**src/rtl/eth_pkg.sv**
```systemverilog
// Shared Ethernet framing types and constants for the transmit/receive paths.
// Latency: n/a (types, constants and a combinational helper only).
// Backpressure: n/a.
package eth_pkg;

    typedef enum logic [2:0] {
        IDLE,
        DST,
        SRC,
        TYPE,
        PAYLOAD,
        PAD,
        FCS,
        GAP
    } eth_state_t;

    localparam int ETH_HDR_BYTES = 14;
    localparam int ETH_FCS_BYTES = 4;

    localparam logic [31:0] ETH_CRC_POLY = 32'hEDB88320;
    localparam logic [31:0] ETH_CRC_INIT = 32'hFFFFFFFF;

    // Byte idx (0 = most significant) of a MAC address, wire order.
    function automatic logic [7:0] mac_byte(input logic [47:0] mac, input logic [2:0] idx);
        logic [47:0] sh;
        sh = mac << {idx, 3'b000};
        return sh[47:40];
    endfunction

endpackage

```
**src/rtl/eth_crc32_step.sv**
```systemverilog
// One-byte step of the reflected Ethernet CRC-32 (poly 0xEDB88320), LSB first.
// Latency: purely combinational.
// Backpressure: none; caller decides when to register the result.
module eth_crc32_step
    import eth_pkg::*;
(
    input  logic [31:0] crc_in,
    input  logic [7:0]  data_in,
    output logic [31:0] crc_out
);

    logic [31:0] c;

    // Fold the byte into the low bits, then shift out eight bits one at a time.
    always_comb begin
        c = crc_in ^ {24'h0, data_in};
        for (int i = 0; i < 8; i++) begin
            c = c[0] ? ((c >> 1) ^ ETH_CRC_POLY) : (c >> 1);
        end
        crc_out = c;
    end

endmodule

```
**src/rtl/eth_frame_tx.sv**
```systemverilog
// Ethernet II frame serialiser: DST, SRC, TYPE, payload, zero pad, optional FCS (ETH_FRAME_TX_FCS_EN).
// Latency: first beat one cycle after start is accepted; payload byte out one cycle after its handshake.
// Backpressure: output register holds while eth_valid && !eth_ready; pay_ready only when that register can load.
module eth_frame_tx
    import eth_pkg::*;
#(
    parameter logic [47:0] SRC_MAC     = 48'h123456789ABC,
    parameter int          MIN_PAYLOAD = 46,
    parameter int          MAX_PAYLOAD = 1500,
    parameter int          LEN_W       = 11,
    parameter int          IFG_CYCLES  = 12
) (
    input  logic             clk,
    input  logic             rst_n,
    input  logic             start,
    input  logic [47:0]      dst_mac,
    input  logic [15:0]      ethertype,
    input  logic [LEN_W-1:0] payload_len,
    input  logic [7:0]       pay_data,
    input  logic             pay_valid,
    output logic             pay_ready,
    output logic [7:0]       eth_data,
    output logic             eth_valid,
    input  logic             eth_ready,
    output logic             eth_last,
    output logic             busy,
    output logic             done
);

    localparam int GAP_W = $clog2(IFG_CYCLES + 2);

    eth_state_t       state_q, state_d;
    logic [2:0]       cnt_q, cnt_d;
    logic [47:0]      dst_q, dst_d;
    logic [15:0]      type_q, type_d;
    logic [LEN_W-1:0] rem_q, rem_d;
    logic [LEN_W:0]   pad_q, pad_d;
    logic [GAP_W-1:0] gap_q, gap_d;
    logic [7:0]       eth_data_q, eth_data_d;
    logic             eth_valid_q, eth_valid_d;
    logic             eth_last_q, eth_last_d;
    logic             busy_q, busy_d;
    // Blocks start on the first IDLE cycle after the gap.
    logic             hold_q, hold_d;

    logic             load_en;
    logic             pay_fire;
    logic             to_tail;
    logic [LEN_W-1:0] len_clamp;
    logic [LEN_W:0]   pad_calc;

`ifdef ETH_FRAME_TX_FCS_EN
    logic [31:0] crc_q, crc_d;
    logic [31:0] crc_seed, crc_nxt;
    logic        crc_upd;
    logic [7:0]  fcs_byte;

    assign crc_seed = (state_q == IDLE) ? ETH_CRC_INIT : crc_q;
    assign fcs_byte = 8'((~crc_q) >> {cnt_q, 3'b000});

    eth_crc32_step u_crc (
        .crc_in  (crc_seed),
        .data_in (eth_data_d),
        .crc_out (crc_nxt)
    );

    // Accumulate CRC over every header/payload/pad byte as it enters the output register.
    always_comb begin
        crc_d = crc_upd ? crc_nxt : crc_q;
    end
`endif

    assign load_en   = !eth_valid_q || eth_ready;
    assign pay_ready = (state_q == PAYLOAD) && load_en && (rem_q != '0);
    assign pay_fire  = pay_ready && pay_valid;
    assign len_clamp = (payload_len > LEN_W'(MAX_PAYLOAD)) ? LEN_W'(MAX_PAYLOAD) : payload_len;
    assign pad_calc  = ({1'b0, len_clamp} < (LEN_W+1)'(MIN_PAYLOAD)) ?
                       ((LEN_W+1)'(MIN_PAYLOAD) - {1'b0, len_clamp}) : '0;

    // Frame sequencer: picks the next byte for the output register and advances the state.
    always_comb begin
        state_d     = state_q;
        cnt_d       = cnt_q;
        dst_d       = dst_q;
        type_d      = type_q;
        rem_d       = rem_q;
        pad_d       = pad_q;
        gap_d       = gap_q;
        eth_data_d  = eth_data_q;
        eth_valid_d = eth_valid_q;
        eth_last_d  = eth_last_q;
        busy_d      = busy_q;
        hold_d      = 1'b0;
        to_tail     = 1'b0;
`ifdef ETH_FRAME_TX_FCS_EN
        crc_upd     = 1'b0;
`endif
        case (state_q)
            IDLE: begin
                if (start && !hold_q) begin
                    dst_d       = dst_mac;
                    type_d      = ethertype;
                    rem_d       = len_clamp;
                    pad_d       = pad_calc;
                    eth_data_d  = dst_mac[47:40];
                    eth_valid_d = 1'b1;
                    eth_last_d  = 1'b0;
                    cnt_d       = 3'd1;
                    busy_d      = 1'b1;
                    state_d     = DST;
`ifdef ETH_FRAME_TX_FCS_EN
                    crc_upd     = 1'b1;
`endif
                end
            end
            DST, SRC: begin
                if (load_en) begin
                    eth_data_d  = mac_byte((state_q == DST) ? dst_q : SRC_MAC, cnt_q);
                    eth_valid_d = 1'b1;
`ifdef ETH_FRAME_TX_FCS_EN
                    crc_upd     = 1'b1;
`endif
                    if (cnt_q == 3'd5) begin
                        cnt_d   = 3'd0;
                        state_d = (state_q == DST) ? SRC : TYPE;
                    end else begin
                        cnt_d = cnt_q + 3'd1;
                    end
                end
            end
            TYPE: begin
                if (load_en) begin
                    eth_data_d  = (cnt_q == 3'd0) ? type_q[15:8] : type_q[7:0];
                    eth_valid_d = 1'b1;
`ifdef ETH_FRAME_TX_FCS_EN
                    crc_upd     = 1'b1;
`endif
                    if (cnt_q == 3'd0) begin
                        cnt_d = 3'd1;
                    end else begin
                        cnt_d = 3'd0;
                        if (rem_q != '0)      state_d = PAYLOAD;
                        else if (pad_q != '0) state_d = PAD;
                        else                  to_tail = 1'b1;
                    end
                end
            end
            PAYLOAD: begin
                if (pay_fire) begin
                    eth_data_d  = pay_data;
                    eth_valid_d = 1'b1;
                    rem_d       = rem_q - 1'b1;
`ifdef ETH_FRAME_TX_FCS_EN
                    crc_upd     = 1'b1;
`endif
                    if (rem_q == LEN_W'(1)) begin
                        if (pad_q != '0) state_d = PAD;
                        else             to_tail = 1'b1;
                    end
                end else if (load_en) begin
                    // No payload byte this cycle: let the register run dry.
                    eth_valid_d = 1'b0;
                end
            end
            PAD: begin
                if (load_en) begin
                    eth_data_d  = 8'h00;
                    eth_valid_d = 1'b1;
                    pad_d       = pad_q - 1'b1;
`ifdef ETH_FRAME_TX_FCS_EN
                    crc_upd     = 1'b1;
`endif
                    if (pad_q == (LEN_W+1)'(1)) to_tail = 1'b1;
                end
            end
`ifdef ETH_FRAME_TX_FCS_EN
            FCS: begin
                if (load_en) begin
                    eth_data_d  = fcs_byte;
                    eth_valid_d = 1'b1;
                    if (cnt_q == 3'd3) begin
                        eth_last_d = 1'b1;
                        cnt_d      = 3'd0;
                        state_d    = GAP;
                    end else begin
                        cnt_d = cnt_q + 3'd1;
                    end
                end
            end
`endif
            GAP: begin
                if (eth_valid_q) begin
                    // Last beat still pending; the gap starts once it transfers.
                    if (eth_ready) begin
                        eth_valid_d = 1'b0;
                        eth_last_d  = 1'b0;
                        gap_d       = GAP_W'(IFG_CYCLES);
                    end
                end else if (gap_q <= GAP_W'(1)) begin
                    gap_d   = '0;
                    busy_d  = 1'b0;
                    hold_d  = 1'b1;
                    state_d = IDLE;
                end else begin
                    gap_d = gap_q - 1'b1;
                end
            end
            default: state_d = IDLE;
        endcase
        if (to_tail) begin
`ifdef ETH_FRAME_TX_FCS_EN
            cnt_d      = 3'd0;
            state_d    = FCS;
`else
            eth_last_d = 1'b1;
            state_d    = GAP;
`endif
        end
    end

    // State and output registers; reset aborts any frame in flight.
    always_ff @(posedge clk or negedge rst_n) begin
        if (!rst_n) begin
            state_q     <= IDLE;
            cnt_q       <= '0;
            dst_q       <= '0;
            type_q      <= '0;
            rem_q       <= '0;
            pad_q       <= '0;
            gap_q       <= '0;
            eth_data_q  <= '0;
            eth_valid_q <= 1'b0;
            eth_last_q  <= 1'b0;
            busy_q      <= 1'b0;
            hold_q      <= 1'b0;
`ifdef ETH_FRAME_TX_FCS_EN
            crc_q       <= '0;
`endif
        end else begin
            state_q     <= state_d;
            cnt_q       <= cnt_d;
            dst_q       <= dst_d;
            type_q      <= type_d;
            rem_q       <= rem_d;
            pad_q       <= pad_d;
            gap_q       <= gap_d;
            eth_data_q  <= eth_data_d;
            eth_valid_q <= eth_valid_d;
            eth_last_q  <= eth_last_d;
            busy_q      <= busy_d;
            hold_q      <= hold_d;
`ifdef ETH_FRAME_TX_FCS_EN
            crc_q       <= crc_d;
`endif
        end
    end

    assign eth_data  = eth_data_q;
    assign eth_valid = eth_valid_q;
    assign eth_last  = eth_last_q;
    assign busy      = busy_q;
    assign done      = eth_valid_q && eth_ready && eth_last_q;

endmodule

```
**config.mk**
```make
export PLATFORM = sky130hd
export DESIGN_NAME = eth_frame_tx
export DESIGN_NICKNAME = d
export VERILOG_FILES = /design/src/rtl/eth_pkg.sv /design/src/rtl/eth_crc32_step.sv /design/src/rtl/eth_frame_tx.sv
export SDC_FILE = /design/constraint.sdc
export NUM_CORES = 1
export LEC_CHECK = 0
export CAP_MARGIN = 20
export CORE_ASPECT_RATIO = 2
export CORE_MARGIN = 2
export CORE_UTILIZATION = 54
export CTS_CLUSTER_DIAMETER = 150
export CTS_CLUSTER_SIZE = 10
export DETAILED_ROUTE_END_ITERATION = 6
export PLACE_DENSITY = 0.82
export SLEW_MARGIN = 30
export SYNTH_ARGS = -nofsm -noshare
export SYNTH_HDL_FRONTEND = slang
export SYNTH_SLANG_ARGS = --single-unit
```
**constraint.sdc**
```tcl
create_clock -name clk -period 2.2 [get_ports clk]
set_input_delay 0.22 -clock clk [delete_from_list [all_inputs] [get_ports clk]]
set_output_delay 0.22 -clock clk [all_outputs]
set_load 0.05 [all_outputs]
```
# == After elaboration in Yosys (flattened, before gate mapping) ==
# Cells that the tools add are included.
# word_totals
register_bits,109
# op_classes
eq_ne,31
reduce_logical,32
shift,1
mux,65
magnitude_cmp,3
add_sub_neg,5
# op_table
cell,count
2-to-1 mux 48 bit,1
2-to-1 mux 8 bit,6
<< shifter 48 x 6 -> 48 bit,1
2-to-1 mux 3 bit,15
one-hot mux 8 bit (5 select lines),1
2-to-1 mux 12 bit,3
2-to-1 mux 11 bit,3
"!= test 3 bit, second input constant",11
2-to-1 mux 1 bit,25
one-hot mux 12 bit (2 select lines),1
one-hot mux 11 bit (2 select lines),1
"!= test 2 bit, second input constant",9
one-hot mux 3 bit (6 select lines),1
AND reduction 4 bit,4
"equality test 12 x 1 -> 1 bit, second input constant",1
"equality test 3 bit, second input constant",4
2-to-1 mux 4 bit,3
nonzero test 12 bit,1
"subtractor 12 x 1 -> 12 bit, second input constant",1
"subtractor 6 x 11 -> 12 bit, first input constant",1
"equality test 11 x 1 -> 1 bit, second input constant",1
"greater-than comparator 11 bit, second input constant",1
"< comparator 11 x 6 -> 1 bit, second input constant",1
nonzero test 11 bit,1
other kinds (26),40

# == Logic depth before layout (Yosys ltp) ==
# Gate-level depths: netlist of run 1.
# depth
word_depth,9
mapped_depth,11
depth_no_buf,11

# == Worst setup path after synthesis of run 1 ==
# No wires, ideal clock.
# synth_path
path_type,register -> register
start,reg eth_valid_q (netlist: eth_valid)
end,reg eth_data_q[0] (netlist: eth_data[0])
synth_period_minus_slack_ns,2.092
arrival_time_ns,1.967
n_path_buf,2
setup_time_ns,0.125
stages_incl_launch_ff,8
path_slack_ns,0.108
required_ns,2.075
cell_sequence,dfrtp_1 > buf_2 > nand2b_1 > buf_2 > nand4_1 > a221oi_2 > a21oi_4 > mux2_2
# synth_via
elab_chain_cells,7
elab_cells_between_ends,10
classes_between,eq/ne: 4; reduce/logical: 6
# synth_rtl
element,line,text
from (decl),eth_frame_tx.sv:40,"logic eth_valid_q, eth_valid_d;"
from (signal assigned),eth_frame_tx.sv:248,eth_valid_q <= eth_valid_d;
zero test 1 bit (*),eth_frame_tx.sv:73,assign load_en = !eth_valid_q || eth_ready;
logical OR 1 bit (*),eth_frame_tx.sv:73,
logical AND 1 bit (2 in a row),eth_frame_tx.sv:74,assign pay_ready = (state_q == PAYLOAD) && load_en && (rem_q != '0);
logical AND 1 bit,eth_frame_tx.sv:75,assign pay_fire = pay_ready && pay_valid;
!= test 2 bit (no source line),n/a,
AND reduction 6 bit (no source line) (*),n/a,
to (signal assigned),eth_frame_tx.sv:247,eth_data_q <= eth_data_d;
to (decl),eth_frame_tx.sv:39,"logic [7:0] eth_data_q, eth_data_d;"
# Every way passes the cells marked *; elsewhere a longest branch is shown, timed or not.
# A chain may end at the register's enable or synchronous reset.

# == Final worst setup path of run 1 ==
# layout_path
start,in payload_len[8]
end,reg pad_q[9]
# layout_via
elab_chain_cells,6
elab_cells_between_ends,7
classes_between,add/sub: 1; order compare: 2; mux: 4
# layout_rtl
element,line,text
from (decl),eth_frame_tx.sv:18,"input logic [LEN_W-1:0] payload_len,"
greater-than comparator 11 bit,eth_frame_tx.sv:76,assign len_clamp = (payload_len > LEN_W'(MAX_PAYLOAD)) ? LEN_W'(MAX_PAYLOAD) : payload_len;
2-to-1 mux 11 bit (*),eth_frame_tx.sv:76,
subtractor 6 x 11 -> 12 bit / < comparator 11 x 6 -> 1 bit (equally long branches),"eth_frame_tx.sv:78, eth_frame_tx.sv:77",
2-to-1 mux 12 bit (*),eth_frame_tx.sv:77,"assign pad_calc = ({1'b0, len_clamp} < (LEN_W+1)'(MIN_PAYLOAD)) ?"
2-to-1 mux 12 bit (*),eth_frame_tx.sv:100,if (start && !hold_q) begin
one-hot mux 12 bit (2 select lines) (*),eth_frame_tx.sv:98,case (state_q)
to (signal assigned),eth_frame_tx.sv:245,pad_q <= pad_d;
to (decl),eth_frame_tx.sv:37,"logic [LEN_W:0] pad_q, pad_d;"
# Every way passes the cells marked *; elsewhere a longest branch is shown, timed or not. The select of a mux whose other input is x is not followed.

==> results.py, run 1 <==
metrics = {
    "status": {
        "status": "finished clean",
    },
    "cts": {
        "numCtsBuffers": 9,
        "cts.sinks": 109,
        "cts-root-buf": "clkbuf_16",
        "clk_pin_slew_ns": 0.07,
        "ctsHtreeMaxLevel": 3,
        "ctsLongestPathBuffers": 2,
        "clkLatencyLatePin_ns": 0.35,
        "cts_tree": "done",
    },
    "place": {
        "gp_congestion": 0.960,
        "place_ws_ns": -0.504,
        "dp.cells": 1003,
        "dp_hpwl_um": 14600,
        "io_buffers": 100,
        "post_dp_cell_area_sq_um": 7700,
    },
    "critical_path": {
        "crit_family": "compound AO/OA/AOI/OAI gates",
        "worst-path-buf-inv": 2,
        "worstPathArrival_ns": 2.42,
        "cp_common_cell": "o21ai_2",
        "worstPathCellList": "clkdlybuf4s50_1 -> nand3_1 -> a21oi_2 -> o21ai_2 -> and2_4 -> ha_1 -> o211a_1 -> o21ai_2 -> nor2b_4 -> buf_4 -> o21ai_0 -> o21ai_1",
        "worstPathMaxFanout": 3,
        "cp.depth": 12,
        "crit_path_end_kind": "register",
        "critical-path-max-stage-delay_ns": 0.51,
        "required_ns": 2.47,
        "reg2reg_depth": 6,
        "slowest_stage": "clkdlybuf4s50_1",
        "crit_type": "in -> reg",
        "cp-start-kind": "input pin",
    },
    "route": {
        "vias": 6154,
        "drt_iter0_drc": 377,
        "drc": 0,
        "vias_per_cell": 6.03,
        "first_pass_iters": 5,
        "wirelength_um": 19500,
        "ant_nets": 0,
        "drt-wirelength-per-cell_um": 19.1,
    },
    "sta": {
        "fin_skew_ns": 0.00904,
        "hold_viol_final": 0,
        "layout_min_cycle_time_ns": 2.15,
        "fin_tns_setup_ns": 0,
        "finalSetupViolations": 0,
        "max_freq_mhz": 465,
        "maxSlewHeadroom_pct": 55.3,
        "maxSlewViolCount": 0,
        "grt_setup_unrepaired": "true",
        "max_slew.worst_pin.slew_ns": 0.671,
        "finalWorstSetupSlack_ns": 0.0479,
        "fin_crit_sh_pct": 97.8,
    },
    "power_and_ir_drop": {
        "peakVddDrop_mv": 0.902,
        "cellPowerDensity_nw_per_um2": 1340,
        "power_leakage_nw": 3.77,
    },
    "global_route": {
        "antenna_found_initial": 0,
        "grt_usage_pct": 33.0,
        "grt_max_degree": 68,
        "grt_pass1_vias": 6447,
        "met1_usage_pct": 33.1,
        "grt-busiest-layer": "met2",
        "grt.met3_usage_pct": 5.28,
        "grt_pass1_wl_um": 31100,
        "overflow": 0,
        "use_met2_pct": 60.2,
    },
    "finish": {
        "regArea_sq_um": 2730,
        "final_layout_size_suffix_gt1_share_pct": 14.9,
        "fin_area_sq_um": 8110,
        "multi_input_area_sq_um": 3210,
        "fin_cells": 1021,
        "fillerInstances": 870,
        "antenna_cells": 0,
        "area_growth_pct": 33.3,
        "final_nets": 975,
    },
    "synth": {
        "synth-async-reset-ratio_pct": 100,
        "synth-edff-count": 0,
        "synth_seq_cells": 109,
        "syn_nets": 829,
        "syn_area_sq_um": 6080,
        "postSynthCellCount": 731,
        "yosysWarnings": 0,
        "synth_cell_types": 68,
        "synthFlopType": "dfrtp_1",
        "seq_area_frac_synth_pct": 44.8,
        "syn_area_per_cell_sq_um": 8.32,
    },
    "job": {
        "cap_violations": 0,
    },
    "floorplan": {
        "die_w_um": 79.0,
        "dieArea_sq_um": 12200,
        "ioPinCount": 101,
        "start_util_pct": 55.6,
        "core_sq_um": 10900,
        "die_h_um": 154,
        "num_rows": 54,
    },
    "min_path": {
        "worstHoldPathType": "in -> async",
    },
}
cell families (layout without fill, tap and decap cells):
group	Yosys count	after routing	share of synthesized area, %
mux	16	16	3.39
simple gates	358	358	26.3
buf+inv	61	211	4.01
compound gates	174	174	18.9
flops	109	109	44.8
xor+xnor	3	3	0.432
fa+ha+maj	10	10	2.06
report_power, final:
part / switching (mW) / leakage, nW / internal [mW] / total, mW
Clock: 0.729 / 0.139 / 0.884 / 1.61
Sequential: 0.715 / 1.35 / 2.92 / 3.63
Combinational: 3.26 / 2.28 / 2.35 / 5.61
Total: 4.70 / 3.77 / 6.16 / 10.9
synthesized netlist by cell type, drive strengths merged, types with 5 or more instances:
cell type | number | share of area, %
nor4 | 7 | 0.93
nand2b | 9 | 0.93
nand3 | 18 | 1.5
ha | 10 | 2.1
a22oi | 15 | 1.9
dfrtp | 109 | 45
nor2b | 10 | 1.0
a211oi | 5 | 0.70
nand2 | 225 | 14
a21o | 5 | 0.62
a221oi | 5 | 0.82
nor3b | 5 | 0.78
and3 | 7 | 0.72
a21oi | 37 | 3.2
nor3 | 14 | 1.2
mux2 | 7 | 1.3
a31oi | 5 | 0.51
clkbuf | 22 | 1.4
buf | 20 | 1.5
nand4 | 7 | 0.72
a32oi | 6 | 0.86
mux2i | 6 | 0.99
nor2 | 37 | 2.3
o311ai | 5 | 0.72
o21ai | 57 | 4.8
inv | 19 | 1.2
through the flow:
stage	total power [mW]	utilization, %	hold WS, ns
detailed placement	9.01	70.3	0.214
finish	10.9	74.1	0.375
global route	11.6	74.1	0.394
CTS	10.7	73.3	0.382
global placement	8.83	70.3	0.208
floorplan	6.91	-	-0.0756
final cells by class:
class,instances,share of cell area [%]
Multi-Input combinational cell,561,39.7
Tap cell,140,2.16
Clock buffer,10,2.82
Inverter,19,0.880
Clock inverter,5,0.741
Timing Repair Buffer,177,20.1
Sequential cell,109,33.7
path summary, 6_finish.rpt:
path	startpoint	endpoint	slack, ns
worst max-delay path	payload_len[8]	pad_q[9]$_DFFE_PN0P_	0.05
worst min-delay path	rst_n	rem_q[5]$_DFFE_PN0P_	0.38
worst max register to register	state_q[1]$_DFFE_PN0P_	eth_data[2]$_DFFE_PN0P_	0.08
worst min register to register	dst_q[5]$_DFFE_PN0P_	dst_q[5]$_DFFE_PN0P_	0.48
max in group asynchronous	rst_n	pad_q[3]$_DFFE_PN0P_	1.12
min in group clk	ethertype[7]	type_q[7]$_DFFE_PN0P_	0.39
repair_timing:
action                     in CTS  in global routing
pin swaps                       0                  3
setup endpoints to repair       7                 26
hold buffers                    1                  0
setup buffers                   1                  1
hold endpoints to repair       31                  0
resized for setup               7                 20
placed cells by master (no fill, tap or decap), types with 4 or more instances in the layout:
cell / n
and3_1: 7
nand3_1: 16
mux2_2: 7
nand2b_1: 9
buf_4: 74
mux2i_1: 6
a211oi_1: 4
a21o_1: 5
nand2_1: 224
nand4_1: 7
nor4_1: 4
clkbuf_16: 9
o21ai_0: 49
a22oi_1: 15
nand3b_1: 4
inv_1: 19
clkdlybuf4s50_1: 97
a32oi_1: 6
a21oi_1: 35
nor3_1: 14
buf_12: 4
nor2_1: 34
a22o_1: 4
nor2b_1: 8
ha_1: 10
a221oi_1: 4
a31oi_1: 5
o21ai_1: 5
dfrtp_1: 109
layer usage:
layer  share of wire [%]  routed length, um
met1                  34               6580
met2                  55              10800
met3                 3.9                758
met4                 7.2               1410
met5                   0                  0
flip-flops by register name (all words and copies together), names as in the netlist:
signal	count
type_q	16
gap_q	4
busy	1
cnt_q	3
state_q	3
pad_q	12
eth_last	1
eth_data	8
hold_q	1
rem_q	11
dst_q	48
eth_valid	1
Note: power is estimated with default switching activity, not from simulation.
==> inputs of run 2 (changes only) <==
==> constraint.sdc (replaced) <==
create_clock -name clk -period 2.2 [get_ports clk]
set_input_delay 0.33 -clock clk [delete_from_list [all_inputs] [get_ports clk]]
set_output_delay 0.33 -clock clk [all_outputs]
set_load 0.05 [all_outputs]
==> run 2 against run 1 <==
Count of clock-buffer cells in the layout decreased by 1. Worst setup slack got worse by 0.037 ns. Sequential share of layout area is 0.58 points lower. Die area unchanged. Non-clock buffer count grew 10. Core utilization is 1.3 points higher. Critical path depth decreased by 1. Largest cell class unchanged. Sequential cell count stayed put. Maximum frequency is 1.7% lower. Global-route usage increased by 0.34 points.
==> results.py, run 2 (synthesized netlist as in run 1, its figures left out) <==
metrics = {
    "route": {
        "vias_per_cell": 6.01,
        "vias": 6200,
        "first_pass_iters": 5,
        "drc": 0,
        "drt-wirelength-per-cell_um": 18.9,
        "wirelength_um": 19500,
        "drt_iter0_drc": 393,
        "ant_nets": 0,
    },
    "sta": {
        "maxSlewViolCount": 0,
        "layout_min_cycle_time_ns": 2.19,
        "hold_ws_ns": 0.457,
        "hold_viol_final": 0,
        "fin_tns_setup_ns": 0,
        "max_freq_mhz": 457,
        "grt_setup_unrepaired": "true",
        "fin_crit_sh_pct": 99.5,
        "fin_skew_ns": 0.00914,
        "finalSetupViolations": 0,
        "max_slew.worst_pin.slew_ns": 0.661,
        "maxSlewHeadroom_pct": 55.9,
    },
    "finish": {
        "reg_top3": "dst_q x48, type_q x16, pad_q x12",
        "antenna_cells": 0,
        "final_cell_mix": "nand2_1, dfrtp_1, clkdlybuf4s50_1",
        "final_layout_size_suffix_gt1_share_pct": 16.6,
        "top_register": "dst_q",
        "fin_area_sq_um": 8250,
        "layout_commonest_cell": "nand2_1",
        "area_growth_pct": 35.6,
        "largest_register_ff_count": 48,
        "final_nets": 985,
        "fillerInstances": 847,
        "final_util_pct": 75.3,
    },
    "critical_path": {
        "slowest_stage": "clkdlybuf4s50_1",
        "worstPathMaxFanout": 4,
        "rr_startpoint": "state_q[0]$_DFFE_PN0P_",
        "startpoint": "payload_len[8]",
        "critical-path-max-stage-delay_ns": 0.51,
        "cp-start-kind": "input pin",
        "crit_type": "in -> reg",
        "worstPathCellList": "clkdlybuf4s50_1 -> nand3_2 -> a21oi_2 -> o21ai_2 -> and2_4 -> ha_1 -> o211a_1 -> o21ai_2 -> nor2b_4 -> nor2b_2 -> a2bb2oi_1",
        "crit_path_end_kind": "register",
        "required_ns": 2.48,
        "cp_common_cell": "o21ai_2",
        "worstPathArrival_ns": 2.47,
    },
    "place": {
        "dp_hpwl_um": 14800,
        "io_buffers": 100,
        "gp_congestion": 0.955,
        "post_dp_cell_area_sq_um": 7790,
    },
    "floorplan": {
        "start_util_pct": 55.6,
        "dieArea_sq_um": 12200,
        "ioPinCount": 101,
        "num_rows": 54,
        "core_sq_um": 10900,
        "die_h_um": 154,
        "die_w_um": 79.0,
    },
    "cts": {
        "clk_pin_slew_ns": 0.08,
        "cts.sinks": 109,
        "cts_tree": "done",
        "cts-root-buf": "clkbuf_16",
        "ctsLongestPathBuffers": 2,
        "numCtsBuffers": 9,
        "ctsHtreeMaxLevel": 3,
        "clkLatencyLatePin_ns": 0.36,
    },
    "power_and_ir_drop": {
        "fin_total_pwr_mw": 11.0,
        "power_leakage_nw": 3.88,
        "netSwitchingFraction_pct": 43.1,
        "pwr-share-comb_pct": 51.8,
        "peakVddDrop_mv": 0.858,
        "cellPowerDensity_nw_per_um2": 1340,
        "p_switching_mw": 4.76,
        "p_clk_share_pct": 15.3,
        "intPower_mw": 6.27,
        "pwr-share-seq_pct": 32.9,
    },
    "min_path": {
        "worstHoldPathType": "in -> async",
    },
    "global_route": {
        "grt_pass1_wl_um": 31400,
        "grt_usage_pct": 33.4,
        "grt_max_degree": 67,
        "overflow": 0,
        "grt_pass1_vias": 6482,
        "antenna_found_initial": 0,
    },
    "status": {
        "status": "finished clean",
    },
    "job": {
        "cap_violations": 0,
    },
}
run 2: cell types whose count changed in the layout (fill, tap and decap cells not counted), moves of 2 or more:
cell | before | now
o21ai_2 | 3 | 5
clkdlybuf4s50_1 | 97 | 93
buf_12 | 4 | 6
dlymetal6s2s_1 | 0 | 4
buf_4 | 74 | 81
run 2: worst max-delay path, delay by kind of cell:
family,cells,cell delay (ns)
compound gates,5,0.79
fa+ha+maj,1,0.20
buf+inv,1,0.51
simple gates,4,0.62
run 2: path summary, 6_finish.rpt:
path | end | slack, ns | depth (start not counted)
min in group clk | dst_q[37]$_DFFE_PN0P_ | 0.47 | 2
worst max-delay path | pad_q[0]$_DFFE_PN0P_ | 0.01 | 11
worst min register to register | dst_q[37]$_DFFE_PN0P_ | 0.47 | 2
worst min-delay path | rem_q[5]$_DFFE_PN0P_ | 0.46 | 2
max in group asynchronous | dst_q[21]$_DFFE_PN0P_ | 1.09 | 3
worst max register to register | eth_data[2]$_DFFE_PN0P_ | 0.02 | 6
run 2: final cells by class:
type                    count  area [sq um]  area share [%]
multi-input cells         561          3230            39.1
clock buffers               9           225            2.73
inverters                  19          71.3           0.865
clock inverters             7          80.1           0.971
flip-flops and latches    109          2730            33.1
repair buffers            187          1740            21.1
well taps                 140           175            2.12
run 2: what timing repair did:
item / in CTS / in global routing
hold buffers: 1 / 0
hold endpoints to repair: 29 / 0
buffers inserted: 3 / 0
setup endpoints to repair: 8 / 18
pin swaps: 1 / 5
resized for setup: 12 / 24
run 2: layer usage:
| layer | track usage [%] | vias to the layer above | part of all wire [%] |
|---|---|---|---|
| li1 | - | 2869 | - |
| met1 | 33.8 | 2983 | 33 |
| met2 | 60.8 | 252 | 56 |
| met3 | 4.99 | 96 | 3.8 |
| met4 | 22.8 | 0 | 7.3 |
| met5 | 0 | - | 0 |
run 2: power groups by stage:
stage,clock network (mW),registers [mW],logic [mW]
detailed placement,0,3.64,5.47
CTS,1.71,3.60,5.56
finish,1.69,3.63,5.72
global placement,0,3.60,5.33
global route,1.78,3.72,6.25
floorplan,0,3.68,3.24
run 2: stage by stage:
step | setup WS, ns | instances
final | 0.0109 | 1032
after global routing | -0.0848 | 1032
after CTS | 0.00635 | 1032
after detailed placement | -0.621 | 1012
after global placement | -0.468 | 1012
after floorplan | 0.0793 | 731
==> inputs of run 3 (changes only) <==
ABC_CLOCK_PERIOD_IN_PS = 2200   (was not set)
==> results of run 3 <==
No change in the layout: final DEF, timing and power equal those of run 2.
